==> src/rtl/muldiv_ctrl.sv <==
// Sequencer for the multi-cycle HI/LO unit in EX: launches MULT/DIV, stalls the front of the pipe
// for the fixed latency, holds the result until the instruction advances, cancels on flush.
module muldiv_ctrl #(
    parameter int DIV_CYCLES = 32,
    parameter int MUL_CYCLES = 2,
    parameter int CNT_W      = 6
) (
    input  logic clk,
    input  logic rst,
    input  logic startE,
    input  logic is_divE,
    input  logic signedE,
    input  logic stallE,
    input  logic flushE,
    output logic mdu_start,
    output logic mdu_is_div,
    output logic mdu_signed,
    output logic mdu_cancel,
    output logic stall_req,
    output logic result_valid,
    output logic busy
);

    typedef enum logic [1:0] {IDLE, BUSY, DONE} state_t;

    localparam logic [CNT_W-1:0] DIV_LOAD = CNT_W'(DIV_CYCLES - 1);
    localparam logic [CNT_W-1:0] MUL_LOAD = CNT_W'(MUL_CYCLES - 1);

    state_t           state, state_next;
    logic [CNT_W-1:0] cnt, cnt_next;
    logic             is_div_next, signed_next;

    // NOTE: sequential state uses non-blocking assignments so every register samples pre-edge values.
    always_ff @(posedge clk) begin
        if (rst) begin
            state      <= IDLE;
            cnt        <= '0;
            mdu_is_div <= 1'b0;
            mdu_signed <= 1'b0;
        end else begin
            state      <= state_next;
            cnt        <= cnt_next;
            mdu_is_div <= is_div_next;
            mdu_signed <= signed_next;
        end
    end

    // NOTE: every output of this block gets a default first, so no path can infer a latch.
    always_comb begin
        state_next   = state;
        cnt_next     = cnt;
        is_div_next  = mdu_is_div;
        signed_next  = mdu_signed;
        mdu_start    = 1'b0;
        mdu_cancel   = 1'b0;
        stall_req    = 1'b0;
        result_valid = 1'b0;
        unique case (state)
            IDLE: begin
                // Stall is raised in the launch cycle itself so the instruction stays in EX.
                if (startE && !flushE) begin
                    mdu_start   = 1'b1;
                    stall_req   = 1'b1;
                    is_div_next = is_divE;
                    signed_next = signedE;
                    cnt_next    = is_divE ? DIV_LOAD : MUL_LOAD;
                    state_next  = BUSY;
                end
            end
            BUSY: begin
                stall_req = 1'b1;
                if (flushE) begin
                    mdu_cancel = 1'b1;
                    state_next = IDLE;
                end else if (cnt == '0) begin
                    state_next = DONE;
                end else begin
                    cnt_next = cnt - CNT_W'(1);
                end
            end
            DONE: begin
                // Held while another source stalls EX; a stalled startE is the same instruction.
                result_valid = !flushE;
                if (!stallE || flushE) state_next = IDLE;
            end
            default: state_next = IDLE;
        endcase
    end

    assign busy = (state != IDLE);

endmodule

==> config.mk <==
export PLATFORM = sky130hd
export DESIGN_NAME = muldiv_ctrl
export DESIGN_NICKNAME = d
export VERILOG_FILES = /design/src/rtl/muldiv_ctrl.sv
export SDC_FILE = /design/constraint.sdc
export NUM_CORES = 1
export LEC_CHECK = 0
export ABC_AREA = 0
export CORE_AREA = 4 4 41 43
export DETAILED_ROUTE_END_ITERATION = 12
export DIE_AREA = 0 0 45 47
export HOLD_SLACK_MARGIN = 0.15
export PLACE_DENSITY = 0.73
export SYNTH_ARGS = -nofsm -noshare
export SYNTH_HDL_FRONTEND = slang
export SYNTH_SLANG_ARGS = --single-unit
export TNS_END_PERCENT = 5
==> constraint.sdc <==
create_clock -name clk -period 1.9 [get_ports clk]
set_input_delay 0.475 -clock clk [delete_from_list [all_inputs] [get_ports clk]]
set_output_delay 0.475 -clock clk [all_outputs]
set_load 0.005 [all_outputs]
==> metrics.txt, run 1 <==
drt first pass iters=7; WP data required=between 1 and 1.5 ns; register area share after synthesis=0.338; via count=between 500 and 600; drt drc=0; die area=2120 um^2; number of max-slew violations in the final report=0; Max-Cap Viols=0; DR vias/cell=approximately 5.5; Mapped Nets=77; die width=about 45 um; First DRT Iteration DRCs=8; I/O pin cnt=14; CP Max Fanout=9; Hold WC Path Type=reg -> reg; Yosys top cell by area=dfxtp_1; pre-CTS WS=-0.397 ns; final net count=just under 100; share of layout cells above drive strength 1=0.250; Yosys cell types=28; CTS H-tree depth=1; n_diodes=0; GRT overflow=0; final hold violations=0; relative slew slack=0.720; Mapped Cells=68; clock skew=0.000984 ns; static leakage=0.327 nW; placed inst area=about 780 um^2; Synth area leaders=dfxtp_1, nor2_1, a21oi_1; root buffer cell=clkbuf_4; Startpoint Class=flip-flop; clock latency on the worst-skew pair=~0.26 ns; final worst slack=~0.057 ns; Bufs on Longest Clock Path=2; first-pass GRT wire length=2.24 mm; PortBufs=13; syn_area_per_cell=~8.7 um^2; DP HPWL=968 um; Antenna Nets Post-Route=0; minimum clock period=1.84 ns; critical path type=reg -> out; highest clock rate=0.543 GHz; CTS tree=yes; final instance area=between 800 and 900 um^2; hold buffers post-CTS=0; Worst-path clk slew=~0.060 ns; FP Rows=13; Yosys warnings=0; Final setup violation count=0; number of antenna violations at the first check in global routing=0; RSZ-0062 raised after global routing=no; Final Total Pwr=493 uW; CP Capture Type=primary output; Yosys top cell area share=0.338; Num CTS Buffers=3; # clock sinks=10; pwr/cell area=between 600 and 700 nW/um^2; Mapped Area=~590 um^2; GRT Resource Usage Total=0.146; core area=1300 um^2; Peak VDD IR=around 0.4 mV; largest net degree at the start of global routing=11; Initial Util=0.455; number of synthesized register bits=10; final WL=about 1.3 mm; Final period util=0.970; CP arrival=1.37 ns; Vert. Die Dim=between 40 and 50 um; Area growth syn-to-layout=37.4%; Setup TNS Final=0 ns; vias in the first global route=roughly 540; DR WL/cell=12.7 um; Placer Congestion=0.829; Post-CTS Setup Inserts=0; status=completed; Worst-Margin Slew=~0.42 ns
==> cells in the final DEF, fill, tap and decap left out, drive strengths merged <==
| master | instances |
|---|---|
| o21ai | 8 |
| a2111oi | 1 |
| nand2b | 2 |
| mux2i | 2 |
| nor2b | 1 |
| inv | 3 |
| o21a | 1 |
| a21oi | 7 |
| nor2 | 10 |
| dlygate4sd2 | 4 |
| dfxtp | 10 |
| or2 | 1 |
| nand4 | 1 |
| ha | 2 |
| nor3b | 2 |
| nor4 | 1 |
| nor4b | 1 |
| and3b | 1 |
| and2 | 1 |
| clkbuf | 3 |
| a211oi | 3 |
| nand2 | 1 |
| a2111o | 1 |
| dlymetal6s2s | 1 |
| nand3b | 2 |
| clkdlybuf4s50 | 7 |
| nor3 | 3 |
| buf | 8 |
==> power breakdown <==
group | switching (mW) | internal [mW] | total, mW
clock | 0.0656 | 0.0728 | 0.138
sequential | 0.0119 | 0.221 | 0.233
combinational | 0.0590 | 0.0623 | 0.121
==> timing repair <==
| action | 4_1_cts | 5_1_grt |
|---|---|---|
| gates resized for setup | 12 | 2 |
| gates cloned | 0 | 0 |
| setup endpoints to repair | 4 | 6 |
| pin swaps | 0 | 2 |
==> metrics by stage <==
stage	hold slack, ns	cells	utilization
floorplan	0.445	68	-
global placement	0.456	100	0.599
detailed placement	0.461	100	0.599
CTS	0.469	103	0.621
global route	0.523	103	0.625
finish	0.469	103	0.625
==> area by class of cell <==
cell class	count	area, um^2
fillers	119	488
multi-input cells	52	380
flip-flops and latches	10	205
repair buffers	20	175
clock buffers	3	22.5
well taps	15	18.8
inverters	3	11.3
==> cells by family (layout without fill, tap and decap cells) <==
| group | count (synthesis) | count (layout) | synth area share |
|---|---|---|---|
| buffers and inverters | 6 | 26 | 0.0423 |
| flip-flops | 10 | 10 | 0.338 |
| AO/OA/AOI/OAI | 21 | 21 | 0.260 |
| AND/OR/NAND/NOR | 27 | 27 | 0.283 |
| adder cells (fa/ha/maj) | 2 | 2 | 0.0423 |
| multiplexers | 2 | 2 | 0.0338 |
==> registers in the layout (all words and copies together) (netlist names) <==
name        flops
mdu_signed      1
mdu_is_div      1
cnt             6
state           2
==> cells in the mapped netlist, drive strengths merged <==
cell type  instances
a2111o             1
a2111oi            1
a211oi             3
a21oi              7
and2               1
and3b              1
buf                3
dfxtp             10
ha                 2
inv                3
mux2i              2
nand2              1
nand2b             2
nand3b             2
nand4              1
nor2              10
nor2b              1
nor3               3
nor3b              2
nor4               1
nor4b              1
o21a               1
o21ai              8
or2                1
==> worst max-delay path: stages, from the launching register on <==
cell and delay (ns):
dfxtp_4 0.38, or2_2 0.29, clkdlybuf4s50_1 0.45
==> routing by layer <==
metal / track usage / vias to the layer above / wire, um
met5: 0 / - / 0
met4: 0.0702 / 0 / 21
met3: 0.0345 / 5 / 69
met2: 0.266 / 14 / 663
met1: 0.159 / 257 / 552
li1: - / 290 / -
==> path summary, 6_finish.rpt <==
kind	startpoint	endpoint	slack, ns	cells after the start
max reg2reg	cnt[0]	cnt[5]	0.14	6
max	state[0]	busy	0.06	2
min	cnt[1]	cnt[1]	0.47	2
min reg2reg	cnt[1]	cnt[1]	0.47	2
(Power assumes the default switching activity.)
==> run 2: changes to the inputs <==
--- a/config.mk
+++ b/config.mk
@@ -11,6 +11,7 @@
 export DIE_AREA = 0 0 45 47
 export HOLD_SLACK_MARGIN = 0.15
 export PLACE_DENSITY = 0.73
+export SKIP_CTS_REPAIR_TIMING = 1
 export SYNTH_ARGS = -nofsm -noshare
 export SYNTH_HDL_FRONTEND = slang
 export SYNTH_SLANG_ARGS = --single-unit
==> metrics.txt, run 2 (synthesized netlist as in run 1, its figures left out) <==
status=complete, but fails checks; failing checks=negative setup slack; First DRT Iteration DRCs=7 (-1); minimum clock period=2.03 ns (+0.182 ns); Num CTS Buffers=3 (unchanged); Peak VDD IR=0.414 mV (+1.6%); static leakage=0.333 nW (+1.8%); core area=1300 um^2 (unchanged); Hold Path Depth=2 (unchanged); final worst slack=-0.125 ns (-0.182 ns); CP Max Fanout=6 (-3); final net count=99 (unchanged); Net Sw Frac=0.274 (-0.00273); Final Total Pwr=497 uW (+0.77%); pwr/cell area=602 nW/um^2 (-0.61%); Placer Congestion=0.829 (unchanged); first-pass GRT wire length=2.11 mm (-5.8%); DR vias/cell=5.46 (-0.71%); Worst-Margin Slew=0.409 ns (-0.00753 ns); WP data required=1.42 ns (about the same); P_int=360 uW (+1.1%); Vert. Die Dim=47 um (unchanged); Top reg by flops=cnt; RSZ-0062 raised after global routing=yes; FP Rows=13 (unchanged); Slowest cell on crit path=clkdlybuf4s50_1; Final setup violation count=2 (+2); met1 Track Usage GR=0.154 (-0.00460); DP HPWL=968 um (unchanged); Hold WC Path Type=reg -> reg; combinational power share=0.251 (+0.005); via count=562 (-0.71%); largest net degree at the start of global routing=11 (unchanged); final hold violations=0 (unchanged); max FFs per register=6 (unchanged); Worst Reg-to-Reg Cells=6 (unchanged); final WL=1.29 mm (-1.3%); clock skew=0.000545 ns (-0.000439 ns); Setup TNS Final=-0.214 ns (-0.214 ns); DR WL/cell=12.5 um (-1.3%); global-route met3 utilization=0.0345 (unchanged); clock group share of total power=0.279 (-0.002); I/O pin cnt=14 (unchanged); Startpoint Class=flip-flop; Bufs on Longest Clock Path=2 (unchanged); CP arrival=1.55 ns (+0.18 ns); top flop regs=cnt (6), state (2); share of layout cells above drive strength 1=0.227 (-0.0227); number of max-slew violations in the final report=0 (unchanged); Switching Power=136 uW (-0.22%); relative slew slack=0.725 (+0.00506); GRT overflow=0 (unchanged); drt first pass iters=4 (-3); n_diodes=0 (unchanged); die area=2120 um^2 (unchanged); CP Capture Type=primary output; GR peak layer=met2; GRT Resource Usage Total=0.136 (-0.00952); root buffer cell=clkbuf_4; # clock sinks=10 (unchanged); PortBufs=13 (unchanged); Initial Util=0.455 (unchanged); highest clock rate=0.494 GHz (-9.0%); worst path cell trace=buf_4 -> nand2b_1 -> nor2_1 -> clkdlybuf4s50_1; vias in the first global route=517 (-3.5%); Worst-path clk slew=0.06 ns (about the same); Max-Cap Viols=0 (unchanged); clock latency on the worst-skew pair=0.26 ns (about the same); die width=45 um (unchanged); most frequent cells in the layout=nor2_1, clkdlybuf4s50_1, dfxtp_1; Final period util=1.07 (+0.0960); share of power burned in registers=0.471 (-0.002); critical path type=reg -> out; number of antenna violations at the first check in global routing=0 (unchanged); Area growth syn-to-layout=39.3%; drt drc=0 (unchanged); Antenna Nets Post-Route=0 (unchanged); CTS tree=yes; grt met2 use=0.237 (-0.0282); Crit path largest cell delay=0.50 ns (+0.05 ns); CTS H-tree depth=1 (unchanged)
-- run 2: changes by cell type in the layout (fill, tap and decap cells not counted) --
cell and change:
buf_2 -1, clkdlybuf4s50_1 +3, dfxtp_1 +1, dfxtp_4 -1
dlygate4sd2_1 -4, dlymetal6s2s_1 +2
-- run 2: layout make-up --
class,instances,area (um^2)
multi-input combinational,52,380
fill,114,477
sequential,10,201
tap,15,18.8
inverter,3,11.3
timing repair buffer,20,190
clock buffer,3,22.5
-- run 2: worst max-delay path: cells and delay by family, from the launching register on --
family	cells	cell delay [ns]
simple gates	2	0.25
flops	1	0.36
buf+inv	2	0.68
-- run 2: per-layer routing --
| metal | part of all wire | vias up |
|---|---|---|
| li1 | - | 289 |
| met1 | 0.41 | 256 |
| met2 | 0.52 | 12 |
| met3 | 0.047 | 5 |
| met4 | 0.016 | 0 |
| met5 | 0 | - |
-- run 2: power groups by stage --
stage,combinational [mW],sequential (mW),clock [mW]
floorplan,0.0737,0.235,0
global placement,0.122,0.237,0
detailed placement,0.124,0.237,0
CTS,0.125,0.233,0.141
global route,0.139,0.235,0.152
finish,0.124,0.234,0.138
-- run 2: worst paths after layout --
check	from	slack, ns	endpoint
worst max-delay path	state[1]	-0.13	mdu_cancel
worst min-delay path	cnt[1]	0.47	cnt[1]
worst min register to register	cnt[1]	0.47	cnt[1]
worst max register to register	cnt[0]	0.15	cnt[5]
-- run 2: through the flow --
stage | instance area, um^2 | instances | util | hold WS (ns) | setup slack, ns
6_report | 825 | 103 | 0.634 | 0.469 | -0.125
5_1_grt | 825 | 103 | 0.634 | 0.523 | -0.247
4_1_cts | 802 | 103 | 0.616 | 0.469 | -0.402
3_5_place_dp | 779 | 100 | 0.599 | 0.461 | -0.397
3_3_place_gp | 779 | 100 | 0.599 | 0.456 | -0.386
2_1_floorplan | 592 | 68 | - | 0.445 | 0.252
==> run 3: changes to the inputs <==
--- a/config.mk
+++ b/config.mk
@@ -6,12 +6,12 @@
 export NUM_CORES = 1
 export LEC_CHECK = 0
 export ABC_AREA = 0
-export CORE_AREA = 4 4 41 43
+export CAP_MARGIN = 20
+export CORE_MARGIN = 4
+export CORE_UTILIZATION = 42
 export DETAILED_ROUTE_END_ITERATION = 12
-export DIE_AREA = 0 0 45 47
 export HOLD_SLACK_MARGIN = 0.15
-export PLACE_DENSITY = 0.73
-export SKIP_CTS_REPAIR_TIMING = 1
+export PLACE_DENSITY = 0.72
 export SYNTH_ARGS = -nofsm -noshare
 export SYNTH_HDL_FRONTEND = slang
 export SYNTH_SLANG_ARGS = --single-unit
==> constraint.sdc (replaced) <==
create_clock -name clk -period 1.74 [get_ports clk]
set_input_delay 0.435 -clock clk [delete_from_list [all_inputs] [get_ports clk]]
set_output_delay 0.435 -clock clk [all_outputs]
set_load 0.005 [all_outputs]
==> metrics.txt, run 3 (synthesized netlist as in run 1, its figures left out) <==
Max-Cap Viols=0 (unchanged); Layout fillers=115 (+0.88%); Vert. Die Dim=45.5 um (-3.1%); DP HPWL=1.05 mm (+8.5%); CP arrival=1.84 ns (+0.29 ns); core area=1320 um^2 (+1.2%); pwr/cell area=710 nW/um^2 (+18%); CP Capture Type=flip-flop; Post-CTS Setup Inserts=0; Top reg by flops=cnt; most common cell after layout, fill and taps aside=buf_4; Initial Util=0.449 (-0.00562); final net count=103 (+4.0%); die width=45.5 um (+1.2%); vias in the first global route=604 (+17%); Final Total Pwr=612 uW (+23%); drt first pass iters=4 (unchanged); Area growth syn-to-layout=45.7%; drt drc=0 (unchanged); DR WL/cell=13.1 um (+4.5%); FP Rows=13 (unchanged); critical path type=reg -> reg; RSZ-0062 raised after global routing=yes; minimum clock period=approximately 1.7 ns; # clock sinks=10 (unchanged); top flop regs=cnt (6), state (2); Worst Reg-to-Reg Cells=6 (unchanged); relative slew slack=0.694 (-0.0315); number of max-slew violations in the final report=0 (unchanged); clock skew=0.00258 ns (+0.00203 ns); share of layout cells above drive strength 1=0.376 (+0.149); area occupied by multi-input gates=392 um^2 (+3.0%); Worst-Margin Slew=0.456 ns (+0.0469 ns); number of antenna violations at the first check in global routing=0 (unchanged); final instance area=862 um^2 (+4.6%); max FFs per register=6 (unchanged); highest clock rate=just under 0.6 GHz; Hold WC Path Type=reg -> reg; WP data required=1.88 ns (+0.46 ns); die area=2070 um^2 (-2.0%); status=completed; GRT Resource Usage Total=0.163 (+0.0270); static leakage=0.344 nW (+3.4%); CTS H-tree depth=1 (unchanged); first-pass GRT wire length=2.42 mm (+14%); CP Max Fanout=8 (+2); I/O pin cnt=14 (unchanged); clock latency on the worst-skew pair=0.27 ns (about the same); DR vias/cell=5.52 (+1.1%); Antenna Nets Post-Route=0 (unchanged); most frequent cells in the layout=buf_4, nor2_1, a21oi_1; Hold Path Depth=2 (unchanged); largest net degree at the start of global routing=11 (unchanged); Final period util=0.976; First DRT Iteration DRCs=7 (unchanged); final hold violations=0 (unchanged); n_diodes=0 (unchanged); via count=596 (+6.0%); Register Area=208 um^2 (+3.1%); final WL=1.41 mm (+9.5%); Startpoint Class=flip-flop; Placer Congestion=0.823 (-0.74%); Peak VDD IR=0.617 mV (+49%); utilization after layout=0.654 (+0.0207); root buffer cell=clkbuf_4; PortBufs=13 (unchanged); Bufs on Longest Clock Path=2 (unchanged); placed inst area=810 um^2 (+3.9%); Num CTS Buffers=3 (unchanged); Worst-path clk slew=0.07 ns (about the same); hold buffers post-CTS=0; GRT overflow=0 (unchanged); Final setup violation count=0 (-2); CTS tree=yes
run 3: area by class of cell:
type	count	area share
multi-input combinational	52	0.454
tap	15	0.0218
clock buffer	4	0.0421
sequential	10	0.241
inverter	3	0.0131
timing repair buffer	24	0.228
run 3: repair_timing:
action	CTS	global route
endpoints found under the setup margin	8	6
pin swaps	2	6
resized for setup	16	8
run 3: routing by layer:
metal	vias to the layer above	global-route usage	share of wire
li1	294	-	-
met1	275	0.172	0.42
met2	20	0.287	0.50
met3	7	0.0356	0.052
met4	0	0.105	0.029
met5	-	0	0
run 3: worst max-delay path, stage by stage (launching register included):
cell      delay (ns)
dfxtp_2         0.34
inv_2           0.04
ha_2            0.16
and3b_4         0.19
a2111o_2        0.59
o21ai_1         0.18
a21oi_1         0.07
run 3: per-stage QoR:
stage	TNS, ns	cells	worst slack (ns)	hold slack, ns
4_1_cts	0	108	0.0367	0.505
3_5_place_dp	-3.50	104	-0.487	0.489
5_1_grt	-0.00590	108	-0.00537	0.532
6_report	0	108	0.0409	0.493
2_1_floorplan	0	68	0.0923	0.445
3_3_place_gp	-3.17	104	-0.466	0.475
run 3: report_power, final:
part | leakage [nW] | internal [mW] | switching (mW)
Combinational | 0.239 | 0.0750 | 0.0712
Clock | 0.0210 | 0.127 | 0.0836
Sequential | 0.0836 | 0.242 | 0.0134
Total | 0.344 | 0.444 | 0.168
run 3: path summary, 6_finish.rpt:
kind	to	slack (ns)	from
worst min register to register	mdu_is_div	0.49	mdu_is_div
worst max-delay path	cnt[5]	0.04	cnt[0]
worst min-delay path	mdu_is_div	0.49	mdu_is_div
worst max register to register	cnt[5]	0.04	cnt[0]
